<file path="config.mk">
export PLATFORM = sky130hd
export DESIGN_NAME = rp_8bit_io_timer_flat
export DESIGN_NICKNAME = d
export VERILOG_FILES = /design/src/rtl/rp_8bit_io_timer_if.sv /design/src/rtl/rp_8bit_io_timer.sv /design/src/flat_wrapper.sv
export SDC_FILE = /design/constraint.sdc
export NUM_CORES = 1
export LEC_CHECK = 0
export ABC_CLOCK_PERIOD_IN_PS = 4300
export CORE_ASPECT_RATIO = 1.5
export CORE_MARGIN = 2
export CORE_UTILIZATION = 50
export CTS_CLUSTER_SIZE = 16
export DETAILED_ROUTE_END_ITERATION = 10
export PLACE_DENSITY = 0.75
export SLEW_MARGIN = 10
export SYNTH_ARGS = -nofsm -noshare
export SYNTH_HDL_FRONTEND = slang
export SYNTH_SLANG_ARGS = --single-unit
</file>
<file path="constraint.sdc">
create_clock -name clk -period 4.3 [get_ports clk]
set_input_delay 1.29 -clock clk [delete_from_list [all_inputs] [get_ports clk]]
set_output_delay 1.29 -clock clk [all_outputs]
set_load 0.01 [all_outputs]
</file>
<file path="src/rtl/rp_8bit_io_timer_if.sv">
// I/O bus and interrupt lines between the core (master) and a timer (slave).
// io_* is the rp_8bit peripheral bus; irq_req/irq_ack are the two IRQ lines.
interface rp_8bit_io_timer_if;
  logic       io_wen;
  logic       io_ren;
  logic [5:0] io_adr;
  logic [7:0] io_wdt;
  logic [7:0] io_msk;
  logic [7:0] io_rdt;
  logic [1:0] irq_req;
  logic [1:0] irq_ack;

  modport master (
    output io_wen, io_ren, io_adr,
    output io_wdt, io_msk, irq_ack,
    input  io_rdt, irq_req
  );

  modport slave (
    input  io_wen, io_ren, io_adr,
    input  io_wdt, io_msk, irq_ack,
    output io_rdt, irq_req
  );
endinterface

</file>
<file path="src/rtl/rp_8bit_io_timer.sv">
// 8-bit timer/counter with prescaler, overflow and compare-match IRQs.
// Ports: clk, rst (async, active-low), bus (slave: I/O regs + irq_req/ack).
module rp_8bit_io_timer #(
  parameter logic [5:0]  BASE = 6'h20,
  parameter int unsigned PSW  = 10
) (
  input logic               clk,
  input logic               rst,
  rp_8bit_io_timer_if.slave bus
);

  logic [7:0]     tcr_q, tcr_d;
  logic [7:0]     tcnt_q, tcnt_d;
  logic [7:0]     ocr_q, ocr_d;
  logic [7:0]     rdt_q, rdt_d;
  logic           ovf_q, ovf_d;
  logic           cmf_q, cmf_d;
  logic [PSW-1:0] psc_q, psc_d;
  logic [PSW-1:0] psc_lim;

  logic [5:0] off;
  logic       hit;
  logic       wr_tcr, wr_tcnt, wr_ocr, wr_tifr;
  logic [7:0] tcr_wr, tcnt_wr, ocr_wr, tifr_w1;
  logic       run, tick, ps_chg;
  logic       ovf_set, cmf_set;
  logic       ovf_clr, cmf_clr;
  logic       match;

  function automatic logic [7:0] merge(
    input logic [7:0] old,
    input logic [7:0] wdt,
    input logic [7:0] msk
  );
    return (wdt & msk) | (old & ~msk);
  endfunction

  // Subtraction wraps addresses below BASE to >= 4, so one compare decodes.
  assign off     = bus.io_adr - BASE;
  assign hit     = (off < 6'd4);
  assign wr_tcr  = bus.io_wen && hit && (off[1:0] == 2'd0);
  assign wr_tcnt = bus.io_wen && hit && (off[1:0] == 2'd1);
  assign wr_ocr  = bus.io_wen && hit && (off[1:0] == 2'd2);
  assign wr_tifr = bus.io_wen && hit && (off[1:0] == 2'd3);

  assign tcr_wr  = merge(tcr_q, bus.io_wdt, bus.io_msk) & 8'h7F;
  assign tcnt_wr = merge(tcnt_q, bus.io_wdt, bus.io_msk);
  assign ocr_wr  = merge(ocr_q, bus.io_wdt, bus.io_msk);
  assign tifr_w1 = wr_tifr ? (bus.io_wdt & bus.io_msk) : 8'h00;

  always_comb begin
    psc_lim = '0;
    case (tcr_q[3:1])
      3'd0:    psc_lim = '0;
      3'd1:    psc_lim = PSW'(10'd7);
      3'd2:    psc_lim = PSW'(10'd63);
      3'd3:    psc_lim = PSW'(10'd255);
      default: psc_lim = PSW'(10'd1023);
    endcase
  end

  assign run    = tcr_q[0] && (tcr_q[3:1] <= 3'd4);
  assign tick   = run && (psc_q == psc_lim);
  assign ps_chg = wr_tcr && (tcr_wr[3:1] != tcr_q[3:1]);
  assign psc_d  = (!run || ps_chg || tick) ? '0 : psc_q + PSW'(1);
  assign match  = (tcnt_q == ocr_q);

  // A TCNT write suppresses the tick entirely, including its flags.
  always_comb begin
    tcnt_d  = tcnt_q;
    ovf_set = 1'b0;
    cmf_set = 1'b0;
    if (wr_tcnt) begin
      tcnt_d = tcnt_wr;
    end else if (tick) begin
      cmf_set = match;
      if (match && tcr_q[4]) begin
        tcnt_d = 8'h00;
      end else if (tcnt_q == 8'hFF) begin
        tcnt_d  = 8'h00;
        ovf_set = 1'b1;
      end else begin
        tcnt_d = tcnt_q + 8'd1;
      end
    end
  end

  // Set beats clear when both land in the same cycle.
  assign ovf_clr = bus.irq_ack[0] | tifr_w1[0];
  assign cmf_clr = bus.irq_ack[1] | tifr_w1[1];
  assign ovf_d   = ovf_set | (ovf_q & ~ovf_clr);
  assign cmf_d   = cmf_set | (cmf_q & ~cmf_clr);
  assign tcr_d   = wr_tcr ? tcr_wr : tcr_q;
  assign ocr_d   = wr_ocr ? ocr_wr : ocr_q;

  always_comb begin
    rdt_d = 8'h00;
    if (bus.io_ren && hit) begin
      case (off[1:0])
        2'd0:    rdt_d = tcr_q;
        2'd1:    rdt_d = tcnt_q;
        2'd2:    rdt_d = ocr_q;
        default: rdt_d = {6'b0, cmf_q, ovf_q};
      endcase
    end
  end

  always_ff @(posedge clk or negedge rst) begin
    if (!rst) begin
      tcr_q  <= 8'h00;
      tcnt_q <= 8'h00;
      ocr_q  <= 8'h00;
      rdt_q  <= 8'h00;
      ovf_q  <= 1'b0;
      cmf_q  <= 1'b0;
      psc_q  <= '0;
    end else begin
      tcr_q  <= tcr_d;
      tcnt_q <= tcnt_d;
      ocr_q  <= ocr_d;
      rdt_q  <= rdt_d;
      ovf_q  <= ovf_d;
      cmf_q  <= cmf_d;
      psc_q  <= psc_d;
    end
  end

  assign bus.io_rdt  = rdt_q;
  assign bus.irq_req = {cmf_q & tcr_q[6], ovf_q & tcr_q[5]};

endmodule

</file>
<file path="src/flat_wrapper.sv">
// flat-port wrapper written by rule: the top's interface ports become plain ports
module rp_8bit_io_timer_flat 
#(
  parameter logic [5:0]  BASE = 6'h20,
  parameter int unsigned PSW  = 10
)
  (clk, rst, bus_io_wen, bus_io_ren, bus_io_adr, bus_io_wdt, bus_io_msk, bus_irq_ack, bus_io_rdt, bus_irq_req);
  rp_8bit_io_timer_if bus_i ();
  input logic clk;
  input logic rst;
  input wire logic [$bits(bus_i.io_wen)-1:0] bus_io_wen;
  input wire logic [$bits(bus_i.io_ren)-1:0] bus_io_ren;
  input wire logic [$bits(bus_i.io_adr)-1:0] bus_io_adr;
  input wire logic [$bits(bus_i.io_wdt)-1:0] bus_io_wdt;
  input wire logic [$bits(bus_i.io_msk)-1:0] bus_io_msk;
  input wire logic [$bits(bus_i.irq_ack)-1:0] bus_irq_ack;
  output wire logic [$bits(bus_i.io_rdt)-1:0] bus_io_rdt;
  output wire logic [$bits(bus_i.irq_req)-1:0] bus_irq_req;
  assign bus_i.io_wen = bus_io_wen;
  assign bus_i.io_ren = bus_io_ren;
  assign bus_i.io_adr = bus_io_adr;
  assign bus_i.io_wdt = bus_io_wdt;
  assign bus_i.io_msk = bus_io_msk;
  assign bus_i.irq_ack = bus_irq_ack;
  assign bus_io_rdt = bus_i.io_rdt;
  assign bus_irq_req = bus_i.irq_req;
  rp_8bit_io_timer #(.BASE(BASE), .PSW(PSW)) u_core (.clk(clk), .rst(rst), .bus(bus_i));
endmodule
</file>
==> metrics <==
outcome completed; final hold vios 0; overall routed net length 6520 um; Post-Synthesis Cells 259; Num CTS Buffers 5; syn_area_per_cell 9.88 um2; Initial Utilization 0.524; CTS Hold Bufs 0; Power Total 950 uW; final net count 325; Crit path required time 4490 ps; Placed Instances 354; via count 2,178; CP startpoint kind input pin; Slew Viols, Final 0; RSZ-0062 raised after global routing false; postcts setup bufs 0; Post-synth EDFFs 0; pre-CTS setup slack 767 ps; # setup viols final 0; Critical Path, Cell by Cell clkdlybuf4s50_1 -> nor4b_2 -> nand2_1 -> nor3b_2 -> nand2_1 -> mux2_1; Rows 31; Hold/Removal Path Class flip-flop to flip-flop; post-DP HPWL 4820 um; Worst VDD drop 0.182 mV; LEAKAGE 1.33 nW; Synth Warn # 0; relative slew slack 0.357; Post-Route Skew 10.4 ps; kind of critical path input pin to flip-flop; drt via density 6.02; drt initial violations 117; Least-Margin Pin Slew 964 ps; count of different cell masters after synthesis 56; max cap viols 0; post_cts resized 0; Mapped Nets 289; Slowest cell on crit path nor3b_2; pwr dens 309 nW/um2; clk_lat worst skew 300 ps; crit path DAT 3430 ps; dpl cell area 2970 um2; CP max stage delay 600 ps; Crit Path Max Fanout 8; Design Area, Final 3080 um2; first-pass GRT wire length 10,700 um; CTS tree done; most frequent cell on the critical path nand2_1; Die Ht 91.6 um; routed len/inst 18.0 um; post-route non-filler standard cell count 362; CORE AREA 4890 um2; GP Congestion 0.849; initial antenna violation count 0; Die ar. 5720 um2; Overall Global Routing Usage 0.241; die width 62.4 um; Hold WS 522 ps; flops & latches, synth 43; CP Capture Type flip-flop; clock-pin transition on the worst setup and hold timing paths 90 ps; IO Pins 38; diodes inserted 0; clock sinks 43; number of global-route vias before repair 2,126; global route overflow 0; Final min period 3240 ps; Final period util 0.754; layout cells sized above 1 0.0811; port bufs 37; Clock Path Buffers 2; DRC 0; Seq/Total Area, Yosys 0.420; Detailed Routing Iterations Pass 1 4; Post-DRT Antenna Nets 0; final worst slack 1060 ps; post-synthesis cell area 2560 um2; Final Core Density 0.629; H-tree Lvls 2; Fmax 308 MHz; largest net degree at the start of global routing 44; Async SR Flop Fraction 1.00; Setup TNS Final 0 ps; Most used DFF post-synth dfrtp_1; Layout area overhead 20.1%; CTS root buf clkbuf_8
cells by family after synthesis:
group / after synthesis / synth area share
multiplexers: 23 / 0.107
adder cells (fa/ha/maj): 2 / 0.00977
AO/OA/AOI/OAI: 38 / 0.122
XOR/XNOR: 19 / 0.0650
buffers and inverters: 13 / 0.0244
AND/OR/NAND/NOR: 121 / 0.252
flip-flops: 43 / 0.420
path summary, 6_finish.rpt:
| path | from | end | slack, ps | depth (start not counted) |
|---|---|---|---|---|
| max | bus_io_adr[4] | flip-flop | 1060 | 6 |
| max reg2reg | flip-flop | flip-flop | 1990 | 5 |
| max in group asynchronous | rst | u_core.bus.io_rdt[6] | 2560 | 1 |
| min in group asynchronous | rst | u_core.psc_q[8] | 1130 | 1 |
| min | flip-flop | flip-flop | 520 | 1 |
| min reg2reg | flip-flop | flip-flop | 520 | 1 |
layout by cell type (no fill, tap or decap), drive strengths merged, types with 2 or more instances in the layout:
cell type      instances
mux4                   2
a31oi                  4
xor2                  16
nand3b                 3
nor4                   2
or4                    3
dfrtp                 43
clkbuf                 7
a22oi                  2
or3                    2
nor2                  26
a21oi                  8
clkdlybuf4s50         36
mux2                  15
a32oi                  2
ha                     2
a21boi                 3
o21ai                  5
xnor2                  3
inv                    3
mux2i                  6
nand4                 11
and4                   2
nand3                 17
and2                   5
and3                   9
o211ai                 4
nand2                 32
nor3                   2
a2bb2oi                2
buf                    3
area by class of cell:
class / instances / area, um2
Clock inverter: 1 / 7.51
Fill cell: 449 / 1810
Tap cell: 66 / 82.6
Multi-Input combinational cell: 203 / 1420
Clock buffer: 7 / 96.3
Sequential cell: 43 / 1080
Timing Repair Buffer: 39 / 380
Inverter: 3 / 11.3
metal layers:
layer / GRT usage / up-vias / part of all wire
met5: 0 / - / 0
met4: 0.109 / 0 / 0.024
met3: 0.0344 / 13 / 0.042
met2: 0.420 / 71 / 0.53
met1: 0.294 / 1075 / 0.40
li1: - / 1019 / -
critical path: cells and delay by family:
| family | cells | cell delay (ps) |
|---|---|---|
| and+or+nand+nor | 4 | 1380 |
| muxes | 1 | 340 |
| buffers and inverters | 1 | 430 |
power breakdown:
part           internal (mW)  switching, mW
sequential             0.431         0.0484
combinational         0.0925         0.0897
clock                  0.146          0.142
synth_stat cells (4+ instances only):
library cell / count / share of area
and2_1: 5 / 0.012
mux2i_1: 6 / 0.023
dfrtp_1: 43 / 0.42
nor2_1: 26 / 0.038
nand4_1: 10 / 0.024
nand3_1: 17 / 0.033
clkbuf_1: 5 / 0.0073
a31oi_1: 4 / 0.0098
a21oi_1: 8 / 0.016
xor2_1: 16 / 0.055
and3_1: 9 / 0.022
mux2_1: 15 / 0.066
nand2_1: 32 / 0.047
Power figures use the tool's default switching activity.
